<file path="config.mk">
export PLATFORM = sky130hd
export DESIGN_NAME = hazard_unit_flat
export DESIGN_NICKNAME = d
export VERILOG_FILES = /design/src/rtl/hazard_pkg.sv /design/src/rtl/hazard_unit_if.sv /design/src/rtl/hazard_unit_mem_wait_fsm.sv /design/src/rtl/hazard_unit.sv /design/src/flat_wrapper.sv
export SDC_FILE = /design/constraint.sdc
export NUM_CORES = 1
export LEC_CHECK = 0
export ABC_AREA = 1
export ABC_CLOCK_PERIOD_IN_PS = 5920
export CORE_ASPECT_RATIO = 0.6
export CORE_MARGIN = 8
export CORE_UTILIZATION = 43
export DETAILED_ROUTE_END_ITERATION = 8
export PLACE_DENSITY = 0.9
export SLEW_MARGIN = 20
export SYNTH_ARGS = -nofsm -noshare
export SYNTH_HDL_FRONTEND = slang
export SYNTH_HIERARCHICAL = 1
export SYNTH_SLANG_ARGS = --single-unit
</file>
<file path="constraint.sdc">
create_clock -name clk -period 5.92 [get_ports clk]
set_input_delay 1.776 -clock clk [delete_from_list [all_inputs] [get_ports clk]]
set_output_delay 1.776 -clock clk [all_outputs]
set_load 0.05 [all_outputs]
</file>
<file path="src/rtl/hazard_pkg.sv">
// Shared types and helpers for the pipeline hazard unit: forward selects,
// memory wait-state encoding and the register-compare rule.
package hazard_pkg;

  localparam int REG_W = 5;

  typedef enum logic [1:0] {
    FWD_NONE = 2'b00,
    FWD_W    = 2'b01,
    FWD_M    = 2'b10
  } fwd_t;

  typedef enum logic [1:0] {
    IDLE = 2'b00,
    WAIT = 2'b01,
    DONE = 2'b10
  } memst_t;

  // $0 is hardwired, so it never counts as a dependency
  function automatic logic reg_match(input logic [REG_W-1:0] src,
                                     input logic [REG_W-1:0] dst);
    return (src != {REG_W{1'b0}}) && (src == dst);
  endfunction

  // M-stage result is newer than W-stage, so it wins
  function automatic fwd_t fwd_sel(input logic [REG_W-1:0] src,
                                   input logic             regwritem,
                                   input logic [REG_W-1:0] writeregm,
                                   input logic             regwritew,
                                   input logic [REG_W-1:0] writeregw);
    fwd_t sel;
    if (regwritem && reg_match(src, writeregm)) begin
      sel = FWD_M;
    end else if (regwritew && reg_match(src, writeregw)) begin
      sel = FWD_W;
    end else begin
      sel = FWD_NONE;
    end
    return sel;
  endfunction

endpackage

</file>
<file path="src/rtl/hazard_unit_if.sv">
// Pipeline <-> hazard unit control bundle: stage register ids and enables in,
// stall/flush/forward controls out.
interface hazard_unit_if;
  import hazard_pkg::*;

  logic [REG_W-1:0] rsd;
  logic [REG_W-1:0] rtd;
  logic [REG_W-1:0] rse;
  logic [REG_W-1:0] rte;
  logic [REG_W-1:0] writerege;
  logic [REG_W-1:0] writeregm;
  logic [REG_W-1:0] writeregw;
  logic             regwritee;
  logic             regwritem;
  logic             regwritew;
  logic             memtorege;
  logic             memtoregm;
  logic             memwritem;
  logic             branchd;
  logic             pcsrcd;

  logic             stallf;
  logic             stalld;
  logic             flushd;
  logic             stalle;
  logic             stallm;
  logic             stallw;
  logic             flushe;
  logic             forwardad;
  logic             forwardbd;
  fwd_t             forwardae;
  fwd_t             forwardbe;
  logic             membusy;

  modport master (
    output rsd, rtd, rse, rte, writerege, writeregm, writeregw,
           regwritee, regwritem, regwritew, memtorege, memtoregm,
           memwritem, branchd, pcsrcd,
    input  stallf, stalld, flushd, stalle, stallm, stallw, flushe,
           forwardad, forwardbd, forwardae, forwardbe, membusy
  );

  modport slave (
    input  rsd, rtd, rse, rte, writerege, writeregm, writeregw,
           regwritee, regwritem, regwritew, memtorege, memtoregm,
           memwritem, branchd, pcsrcd,
    output stallf, stalld, flushd, stalle, stallm, stallw, flushe,
           forwardad, forwardbd, forwardae, forwardbe, membusy
  );

endinterface

</file>
<file path="src/rtl/hazard_unit_mem_wait_fsm.sv">
// Wait-state sequencer for multi-cycle data-memory accesses: holds the pipe for
// MEM_LAT-1 cycles per access, then spends one DONE cycle with the access still in M.
module mem_wait_fsm
  import hazard_pkg::*;
#(
  parameter int MEM_LAT = 1
) (
  input  logic clk,
  input  logic reset,
  input  logic acc,
  output logic memstall,
  output logic membusy
);

  localparam int CNT_W  = (MEM_LAT > 2) ? $clog2(MEM_LAT) : 1;
  localparam int LOAD_I = (MEM_LAT > 2) ? (MEM_LAT - 2) : 0;
  localparam logic [CNT_W-1:0] CNT_LOAD = CNT_W'(LOAD_I);
  localparam logic [CNT_W-1:0] CNT_ONE  = CNT_W'(1);
  localparam logic [CNT_W-1:0] CNT_ZERO = {CNT_W{1'b0}};
  localparam logic LAT_GT1 = (MEM_LAT > 1) ? 1'b1 : 1'b0;
  localparam logic LAT_GT2 = (MEM_LAT > 2) ? 1'b1 : 1'b0;

  memst_t           state_q, state_d;
  logic [CNT_W-1:0] cnt_q, cnt_d;
  logic             stall_raw;

  // next-state, counter and stall decode
  always_comb begin
    state_d   = state_q;
    cnt_d     = cnt_q;
    stall_raw = 1'b0;
    case (state_q)
      IDLE: begin
        if (acc && LAT_GT1) begin
          stall_raw = 1'b1;
          cnt_d     = CNT_LOAD;
          state_d   = LAT_GT2 ? WAIT : DONE;
        end else begin
          state_d = IDLE;
        end
      end
      WAIT: begin
        stall_raw = 1'b1;
        cnt_d     = cnt_q - CNT_ONE;
        if (cnt_q == CNT_ONE) begin
          state_d = DONE;
        end else begin
          state_d = WAIT;
        end
      end
      // DONE ignores acc: the access that just finished is still sitting in M
      DONE: begin
        state_d = IDLE;
      end
      default: begin
        state_d = IDLE;
        cnt_d   = CNT_ZERO;
      end
    endcase
    memstall = stall_raw & ~reset;
    membusy  = (state_q != IDLE) & ~reset;
  end

  // state and counter registers
  always_ff @(posedge clk) begin
    if (reset) begin
      state_q <= IDLE;
      cnt_q   <= CNT_ZERO;
    end else begin
      state_q <= state_d;
      cnt_q   <= cnt_d;
    end
  end

endmodule

</file>
<file path="src/rtl/hazard_unit.sv">
// Hazard unit for the five-stage pipeline: forwarding selects, load-use and
// branch interlocks, and memory wait-state stalls, all visible in the same cycle.
module hazard_unit
  import hazard_pkg::*;
#(
  parameter int MEM_LAT = 1
) (
  input logic         clk,
  input logic         reset,
  hazard_unit_if.slave hif
);

  logic acc;
  logic memstall;
  logic membusy;
  logic lwstall;
  logic brstall;
  logic stall_fd;

  assign acc = hif.memtoregm | hif.memwritem;

  mem_wait_fsm #(
    .MEM_LAT (MEM_LAT)
  ) u_mem_wait_fsm (
    .clk      (clk),
    .reset    (reset),
    .acc      (acc),
    .memstall (memstall),
    .membusy  (membusy)
  );

  // hazard detection and output equations; memstall dominates any bubble or flush
  always_comb begin
    lwstall = hif.memtorege &
              (reg_match(hif.rte, hif.rsd) | reg_match(hif.rte, hif.rtd));
    brstall = hif.branchd &
              ((hif.regwritee & (reg_match(hif.writerege, hif.rsd) |
                                 reg_match(hif.writerege, hif.rtd))) |
               (hif.memtoregm & (reg_match(hif.writeregm, hif.rsd) |
                                 reg_match(hif.writeregm, hif.rtd))));
    stall_fd = memstall | lwstall | brstall;

    if (reset) begin
      hif.stallf    = 1'b0;
      hif.stalld    = 1'b0;
      hif.flushd    = 1'b0;
      hif.stalle    = 1'b0;
      hif.stallm    = 1'b0;
      hif.stallw    = 1'b0;
      hif.flushe    = 1'b0;
      hif.forwardad = 1'b0;
      hif.forwardbd = 1'b0;
      hif.forwardae = FWD_NONE;
      hif.forwardbe = FWD_NONE;
      hif.membusy   = 1'b0;
    end else begin
      hif.stallf    = stall_fd;
      hif.stalld    = stall_fd;
      hif.flushd    = hif.pcsrcd & ~stall_fd;
      hif.stalle    = memstall;
      hif.stallm    = memstall;
      hif.stallw    = memstall;
      hif.flushe    = (lwstall | brstall) & ~memstall;
      hif.forwardad = hif.regwritem & reg_match(hif.rsd, hif.writeregm);
      hif.forwardbd = hif.regwritem & reg_match(hif.rtd, hif.writeregm);
      hif.forwardae = fwd_sel(hif.rse, hif.regwritem, hif.writeregm,
                              hif.regwritew, hif.writeregw);
      hif.forwardbe = fwd_sel(hif.rte, hif.regwritem, hif.writeregm,
                              hif.regwritew, hif.writeregw);
      hif.membusy   = membusy;
    end
  end

endmodule

</file>
<file path="src/flat_wrapper.sv">
// flat-port wrapper written by rule: the top's interface ports become plain ports
module hazard_unit_flat import hazard_pkg::*;
#(
  parameter int MEM_LAT = 1
)
  (clk, reset, hif_rsd, hif_rtd, hif_rse, hif_rte, hif_writerege, hif_writeregm, hif_writeregw, hif_regwritee, hif_regwritem, hif_regwritew, hif_memtorege, hif_memtoregm, hif_memwritem, hif_branchd, hif_pcsrcd, hif_stallf, hif_stalld, hif_flushd, hif_stalle, hif_stallm, hif_stallw, hif_flushe, hif_forwardad, hif_forwardbd, hif_forwardae, hif_forwardbe, hif_membusy);
  hazard_unit_if hif_i ();
  input logic clk;
  input logic reset;
  input wire logic [$bits(hif_i.rsd)-1:0] hif_rsd;
  input wire logic [$bits(hif_i.rtd)-1:0] hif_rtd;
  input wire logic [$bits(hif_i.rse)-1:0] hif_rse;
  input wire logic [$bits(hif_i.rte)-1:0] hif_rte;
  input wire logic [$bits(hif_i.writerege)-1:0] hif_writerege;
  input wire logic [$bits(hif_i.writeregm)-1:0] hif_writeregm;
  input wire logic [$bits(hif_i.writeregw)-1:0] hif_writeregw;
  input wire logic [$bits(hif_i.regwritee)-1:0] hif_regwritee;
  input wire logic [$bits(hif_i.regwritem)-1:0] hif_regwritem;
  input wire logic [$bits(hif_i.regwritew)-1:0] hif_regwritew;
  input wire logic [$bits(hif_i.memtorege)-1:0] hif_memtorege;
  input wire logic [$bits(hif_i.memtoregm)-1:0] hif_memtoregm;
  input wire logic [$bits(hif_i.memwritem)-1:0] hif_memwritem;
  input wire logic [$bits(hif_i.branchd)-1:0] hif_branchd;
  input wire logic [$bits(hif_i.pcsrcd)-1:0] hif_pcsrcd;
  output wire logic [$bits(hif_i.stallf)-1:0] hif_stallf;
  output wire logic [$bits(hif_i.stalld)-1:0] hif_stalld;
  output wire logic [$bits(hif_i.flushd)-1:0] hif_flushd;
  output wire logic [$bits(hif_i.stalle)-1:0] hif_stalle;
  output wire logic [$bits(hif_i.stallm)-1:0] hif_stallm;
  output wire logic [$bits(hif_i.stallw)-1:0] hif_stallw;
  output wire logic [$bits(hif_i.flushe)-1:0] hif_flushe;
  output wire logic [$bits(hif_i.forwardad)-1:0] hif_forwardad;
  output wire logic [$bits(hif_i.forwardbd)-1:0] hif_forwardbd;
  output wire logic [$bits(hif_i.forwardae)-1:0] hif_forwardae;
  output wire logic [$bits(hif_i.forwardbe)-1:0] hif_forwardbe;
  output wire logic [$bits(hif_i.membusy)-1:0] hif_membusy;
  assign hif_i.rsd = hif_rsd;
  assign hif_i.rtd = hif_rtd;
  assign hif_i.rse = hif_rse;
  assign hif_i.rte = hif_rte;
  assign hif_i.writerege = hif_writerege;
  assign hif_i.writeregm = hif_writeregm;
  assign hif_i.writeregw = hif_writeregw;
  assign hif_i.regwritee = hif_regwritee;
  assign hif_i.regwritem = hif_regwritem;
  assign hif_i.regwritew = hif_regwritew;
  assign hif_i.memtorege = hif_memtorege;
  assign hif_i.memtoregm = hif_memtoregm;
  assign hif_i.memwritem = hif_memwritem;
  assign hif_i.branchd = hif_branchd;
  assign hif_i.pcsrcd = hif_pcsrcd;
  assign hif_stallf = hif_i.stallf;
  assign hif_stalld = hif_i.stalld;
  assign hif_flushd = hif_i.flushd;
  assign hif_stalle = hif_i.stalle;
  assign hif_stallm = hif_i.stallm;
  assign hif_stallw = hif_i.stallw;
  assign hif_flushe = hif_i.flushe;
  assign hif_forwardad = hif_i.forwardad;
  assign hif_forwardbd = hif_i.forwardbd;
  assign hif_forwardae = hif_i.forwardae;
  assign hif_forwardbe = hif_i.forwardbe;
  assign hif_membusy = hif_i.membusy;
  hazard_unit #(.MEM_LAT(MEM_LAT)) u_core (.clk(clk), .reset(reset), .hif(hif_i));
endmodule
</file>
==> summary.md, run 1 <==
| Metric | Value |
|---|---|
| Setup CP Type | `primary input to primary output` |
| Slew headroom | `0.665` |
| CP max FO | `6` |
| Ant diodes | `0` |
| CP endpoint kind | `primary output` |
| Fmax | `186 MHz` |
| Pwr/cell area | `108 nW/um^2` |
| Depth of the CTS H-tree | `1` |
| GRT busiest layer | `met1` |
| Vias | `1,568` |
| Clock transition at path regs | `0.04 ns` |
| Total Wirelength | `3950 um` |
| Met1 Track Usage GR | `0.251` |
| Req. time, crit path | `4.14 ns` |
| Antenna Nets Post-Route | `0` |
| Clock sink count | `3` |
| Met2 Usage GRT | `0.247` |
| WL/cell | `12.7 um` |
| Drt initial violations | `77` |
| DR vias/cell | `5.04` |
| Layout cells sized above 1 | `0.111` |
| DRC viols | `0` |
| Clock Latency Late Sink | `0.22 ns` |
| First-pass GRT wire length | `6560 um` |
| Critical Path AT | `3.59 ns` |
| Synth Warn # | `6` |
| Post-cts sizing count | `0` |
| M3 GR Usage | `0.0387` |
| Fin crit period | `5.36 ns` |
| Cells after Synth | `223` |
| Hold Startpoint | `u_core/u_mem_wait_fsm/state_q[0]$_SDFF_PP0_` |
| CTS Buffer Depth | `2` |
| Final setup TNS | `0 ns` |
| Detailed Routing Iterations Pass 1 | `9` |
| Clock skew | `0.00302 ns` |
| Worst r2r src | `u_core/u_mem_wait_fsm/state_q[1]$_SDFF_PP0_` |
| Initial antenna violation count | `0` |
| Number of global-route vias before repair | `1,451` |
| Total GRT Usage | `0.171` |
| Final setup fails | `0` |
| CTS root buffer | `clkbuf_8` |
| # rows | `14` |
| Post-synth net total | `268` |
| Die area | `4570 um^2` |
| Total grt overflow | `0` |
| Worst Tran Pin Value | `0.500 ns` |
| Placer congestion estimate | `0.915` |
| Synth-to-Final Area Change | `53.1%` |
| I/O Buffers | `57` |
| Status | `completed` |
| Setup slack at placement | `0.611 ns` |
| Avg Inst Size Synth | `5.05 um^2` |
| Worst Setup SP | `hif_rte[0]` |
| Max Slew Vio Count | `0` |
| Nets@finish | `325` |
| Initial Utilization | `0.450` |
| IO Pins | `59` |
| Max Cap Viol | `0` |
| VDD IR max | `0.0614 mV` |
| Y dimension of the die | `55.6 um` |
| Leak Pwr | `0.901 nW` |
| Core area | `2500 um^2` |
| RSZ-0062 raised after global routing | `false` |
| Period utilization | `0.906` |
| Post-DP HPWL | `3290 um` |
| Num CTS Buffers | `3` |
| Hold Path Class | `flop to flop` |
| TritonCTS clock tree | `done` |
| Final setup margin | `0.557 ns` |
| Post-CTS Setup Repair Bufs | `0` |
| CP startpoint kind | `primary input` |
| Synth Cell Area | `1130 um^2` |
| Post-CTS Hold Fix Bufs | `0` |
| Die width | `82.1 um` |
| Largest net degree at the start of global routing | `10` |
| Final Hold Fails | `0` |
-- metrics by stage --
stage,total power [mW],cells,area [um^2],util,hold WS [ns]
after floorplan,0.0735,223,1130,-,0.447
after global placement,0.123,307,1680,0.670,0.460
after detailed placement,0.124,307,1680,0.670,0.469
after CTS,0.185,311,1720,0.688,0.472
after global routing,0.199,311,1720,0.688,0.519
final,0.187,311,1720,0.688,0.495
-- where the power goes --
group          switching, mW  internal (mW)  total, mW
clock network         0.0151         0.0461     0.0612
logic                 0.0560         0.0493      0.105
registers                  0         0.0203     0.0203
total                 0.0712          0.116      0.187
-- registers in the layout, summed over array words and instances (netlist names) --
register,flops
u_core/u_mem_wait_fsm/state_q,2
u_core/u_mem_wait_fsm/cnt_q,1
-- layout make-up --
cell class	count	area (um^2)
clock buffer	4	45.0
timing repair buffer	58	553
inverter	39	146
tap	32	40.0
sequential	3	60.1
multi-input combinational	175	880
fill	227	781
-- metal layers --
metal,vias up,share of wire
li1,791,-
met1,680,0.46
met2,91,0.39
met3,6,0.14
met4,0,0.0071
met5,-,0
-- critical path: stages --
cell and delay [ns]:
clkdlybuf4s50_1 0.69, inv_1 0.14, nand2_1 0.08, nand2_1 0.05, a21oi_1 0.17, nand3_1 0.11, nand2_2 0.12, a21oi_4 0.07
a21oi_2 0.17, buf_4 0.22
-- final timing paths --
check / slack [ns] / end / cells after the start
max: 0.56 / hif_stallf / 10
min: 0.50 / u_core/u_mem_wait_fsm/state_q[1]$_SDFF_PP0_ / 2
max reg2reg: 5.23 / u_core/u_mem_wait_fsm/state_q[1]$_SDFF_PP0_ / 3
min reg2reg: 0.50 / u_core/u_mem_wait_fsm/state_q[1]$_SDFF_PP0_ / 2
-- cells in the final DEF (no fill, tap or decap), types with 2 or more instances in the layout --
master            n
nand2_1          86
nand4_1           2
o22ai_1           2
nand3_2           2
clkbuf_8          3
nor2_1           23
o21ai_0           4
nor3b_1           2
nor3_2            2
clkdlybuf4s50_1  47
nand2_2           2
a21oi_2           2
nor3_1            4
buf_4            11
dfxtp_1           3
xor2_1            9
nor4_1            2
inv_2             6
inv_1            33
xnor2_1           9
a21oi_1           5
nand3_1          12
No activity file was read; power rests on OpenSTA's default activity.
==> run 2, diff against run 1 <==
--- a/config.mk
+++ b/config.mk
@@ -9,9 +9,10 @@
 export ABC_CLOCK_PERIOD_IN_PS = 5920
 export CORE_ASPECT_RATIO = 0.6
 export CORE_MARGIN = 8
-export CORE_UTILIZATION = 43
+export CORE_UTILIZATION = 44
+export CTS_BUF_LIST = sky130_fd_sc_hd__clkbuf_4
 export DETAILED_ROUTE_END_ITERATION = 8
-export PLACE_DENSITY = 0.9
+export PLACE_DENSITY = 0.92
 export SLEW_MARGIN = 20
 export SYNTH_ARGS = -nofsm -noshare
 export SYNTH_HDL_FRONTEND = slang
==> summary.md, run 2 (synthesis results as in run 1) <==
| Metric | Value |
|---|---|
| Core area | `2470 um^2 (was 2500 um^2)` |
| Vias | `1,576 (was 1,568)` |
| CTS root buffer | `clkbuf_4 (was clkbuf_8)` |
| Hold Path Class | `flop to flop (unchanged)` |
| Pwr/cell area | `97.9 nW/um^2 (was 108 nW/um^2)` |
| Post-DP HPWL | `3360 um (was 3290 um)` |
| Num CTS Buffers | `3 (unchanged)` |
| Depth of the CTS H-tree | `1 (unchanged)` |
| Total Wirelength | `4020 um (was 3950 um)` |
| Post-cts sizing count | `0 (unchanged)` |
| Hold Startpoint | `u_core/u_mem_wait_fsm/cnt_q$_SDFFE_PP0N_ (was u_core/u_mem_wait_fsm/state_q[0]$_SDFF_PP0_)` |
| Most common cell after layout, fill and taps aside | `nand2_1 (unchanged)` |
| CP startpoint kind | `primary input (unchanged)` |
| Placer congestion estimate | `0.922 (was 0.915)` |
| Critical Path AT | `3.55 ns (was 3.59 ns)` |
| Worst Tran Pin Value | `0.491 ns (was 0.500 ns)` |
| WL/cell | `12.9 um (was 12.7 um)` |
| Final setup fails | `0 (unchanged)` |
| Nets@finish | `325 (unchanged)` |
| Total grt overflow | `0 (unchanged)` |
| Final setup TNS | `0 ns (unchanged)` |
| Leak Pwr | `0.903 nW (was 0.901 nW)` |
| Number of global-route vias before repair | `1,423 (was 1,451)` |
| CP endpoint kind | `primary output (unchanged)` |
| Initial Utilization | `0.456 (was 0.450)` |
| Top flop regs | `u_core/u_mem_wait_fsm/state_q (2), u_core/u_mem_wait_fsm/cnt_q (1) (unchanged)` |
| DRC viols | `0 (unchanged)` |
| Max Slew Vio Count | `0 (unchanged)` |
| CP max FO | `6 (unchanged)` |
| # rows | `14 (unchanged)` |
| Period utilization | `0.900 (was 0.906)` |
| Fill cell count | `226 (was 227)` |
| Worst r2r src | `u_core/u_mem_wait_fsm/state_q[0]$_SDFF_PP0_ (was u_core/u_mem_wait_fsm/state_q[1]$_SDFF_PP0_)` |
| Slew headroom | `0.672 (was 0.665)` |
| I/O Buffers | `57 (unchanged)` |
| Clock sink count | `3 (unchanged)` |
| IO Pins | `59 (unchanged)` |
| Synth-to-Final Area Change | `51.1% (was 53.1%)` |
| Post-CTS Setup Repair Bufs | `0 (unchanged)` |
| Die width | `81.3 um (was 82.1 um)` |
| Ant diodes | `0 (unchanged)` |
| Initial antenna violation count | `0 (unchanged)` |
| Status | `completed (unchanged)` |
| First-pass GRT wire length | `6460 um (was 6560 um)` |
| Post-CTS Hold Fix Bufs | `0 (unchanged)` |
| CTS Buffer Depth | `2 (unchanged)` |
| Worst Setup SP | `hif_rte[0] (unchanged)` |
| Fin Hold WS | `0.489 ns (was 0.495 ns)` |
| Die area | `4490 um^2 (was 4570 um^2)` |
| Fin crit period | `5.33 ns (was 5.36 ns)` |
| Clock transition at path regs | `0.04 ns (about the same)` |
| Most frequent cells in the layout | `86 x nand2_1, 44 x clkdlybuf4s50_1, 33 x inv_1, 23 x nor2_1, 14 x buf_4 (was 86 x nand2_1, 47 x clkdlybuf4s50_1, 33 x inv_1, 23 x nor2_1, 12 x nand3_1)` |
| Setup CP Type | `primary input to primary output (unchanged)` |
| RSZ-0062 raised after global routing | `false (unchanged)` |
| Biggest register | `u_core/u_mem_wait_fsm/state_q (unchanged)` |
| Antenna Nets Post-Route | `0 (unchanged)` |
| Drt initial violations | `139 (was 77)` |
| Y dimension of the die | `55.2 um (was 55.6 um)` |
| Final Hold Fails | `0 (unchanged)` |
| Max reg flops | `2 (unchanged)` |
| Clock Latency Late Sink | `0.23 ns (was 0.22 ns)` |
| Total GRT Usage | `0.180 (was 0.171)` |
| Max Cap Viol | `0 (unchanged)` |
| Detailed Routing Iterations Pass 1 | `5 (was 9)` |
| Layout cells sized above 1 | `0.125 (was 0.111)` |
| Clock skew | `0.00189 ns (was 0.00302 ns)` |
| VDD IR max | `0.0409 mV (was 0.0614 mV)` |
| Fmax | `188 MHz (was 186 MHz)` |
| Req. time, crit path | `4.14 ns (about the same)` |
| TritonCTS clock tree | `done (unchanged)` |
| DR vias/cell | `5.07 (was 5.04)` |
| Largest net degree at the start of global routing | `11 (was 10)` |
-- run 2: cell count changes in the layout (fill, tap and decap cells not counted), sizes merged --
cell and change:
buf +3, clkdlybuf4s50 -3
-- run 2: critical path, stage by stage --
cell and delay [ns]:
clkdlybuf4s50_1 0.66, inv_1 0.14, nand2_1 0.08, nand2_1 0.05, a21oi_1 0.17, nand3_1 0.11, nand2_2 0.12, a21oi_4 0.07
a21oi_2 0.16, buf_4 0.21
-- run 2: cell type report --
| cell class | instances | area [um^2] | area share |
|---|---|---|---|
| flip-flops and latches | 3 | 60.1 | 0.0353 |
| multi-input cells | 175 | 880 | 0.517 |
| clock buffers | 4 | 30.0 | 0.0176 |
| inverters | 39 | 146 | 0.0860 |
| well taps | 32 | 40.0 | 0.0235 |
| repair buffers | 58 | 546 | 0.321 |
-- run 2: final timing paths --
kind                                                       to  slack [ns]  cells past startpoint
setup / recovery                                   hif_stalld        0.59                     10
setup reg to reg     u_core/u_mem_wait_fsm/cnt_q$_SDFFE_PP0N_        5.23                      4
hold / removal    u_core/u_mem_wait_fsm/state_q[1]$_SDFF_PP0_        0.49                      2
hold reg to reg   u_core/u_mem_wait_fsm/state_q[1]$_SDFF_PP0_        0.49                      2
-- run 2: stage by stage --
step                worst slack [ns]  instances  instance area [um^2]  power (mW)  utilization
floorplan                      0.707        223                  1130      0.0735            -
global placement               0.670        307                  1670       0.123        0.677
detailed placement             0.654        307                  1670       0.124        0.677
CTS                            0.648        311                  1700       0.166        0.689
global route                   0.512        311                  1700       0.178        0.689
finish                         0.590        311                  1700       0.167        0.689
-- run 2: metal layers --
layer / wire (um) / global-route usage
met4: 24 / 0.0676
met2: 1640 / 0.285
met1: 1900 / 0.242
met5: 0 / 0
met3: 457 / 0.0323
-- run 2: power breakdown --
part           total (mW)  internal, mW  leakage (nW)  switching [mW]
logic               0.106        0.0493         0.861          0.0565
registers          0.0203        0.0203        0.0241               0
clock network      0.0404        0.0298        0.0184          0.0105
total               0.167        0.0995         0.903          0.0671
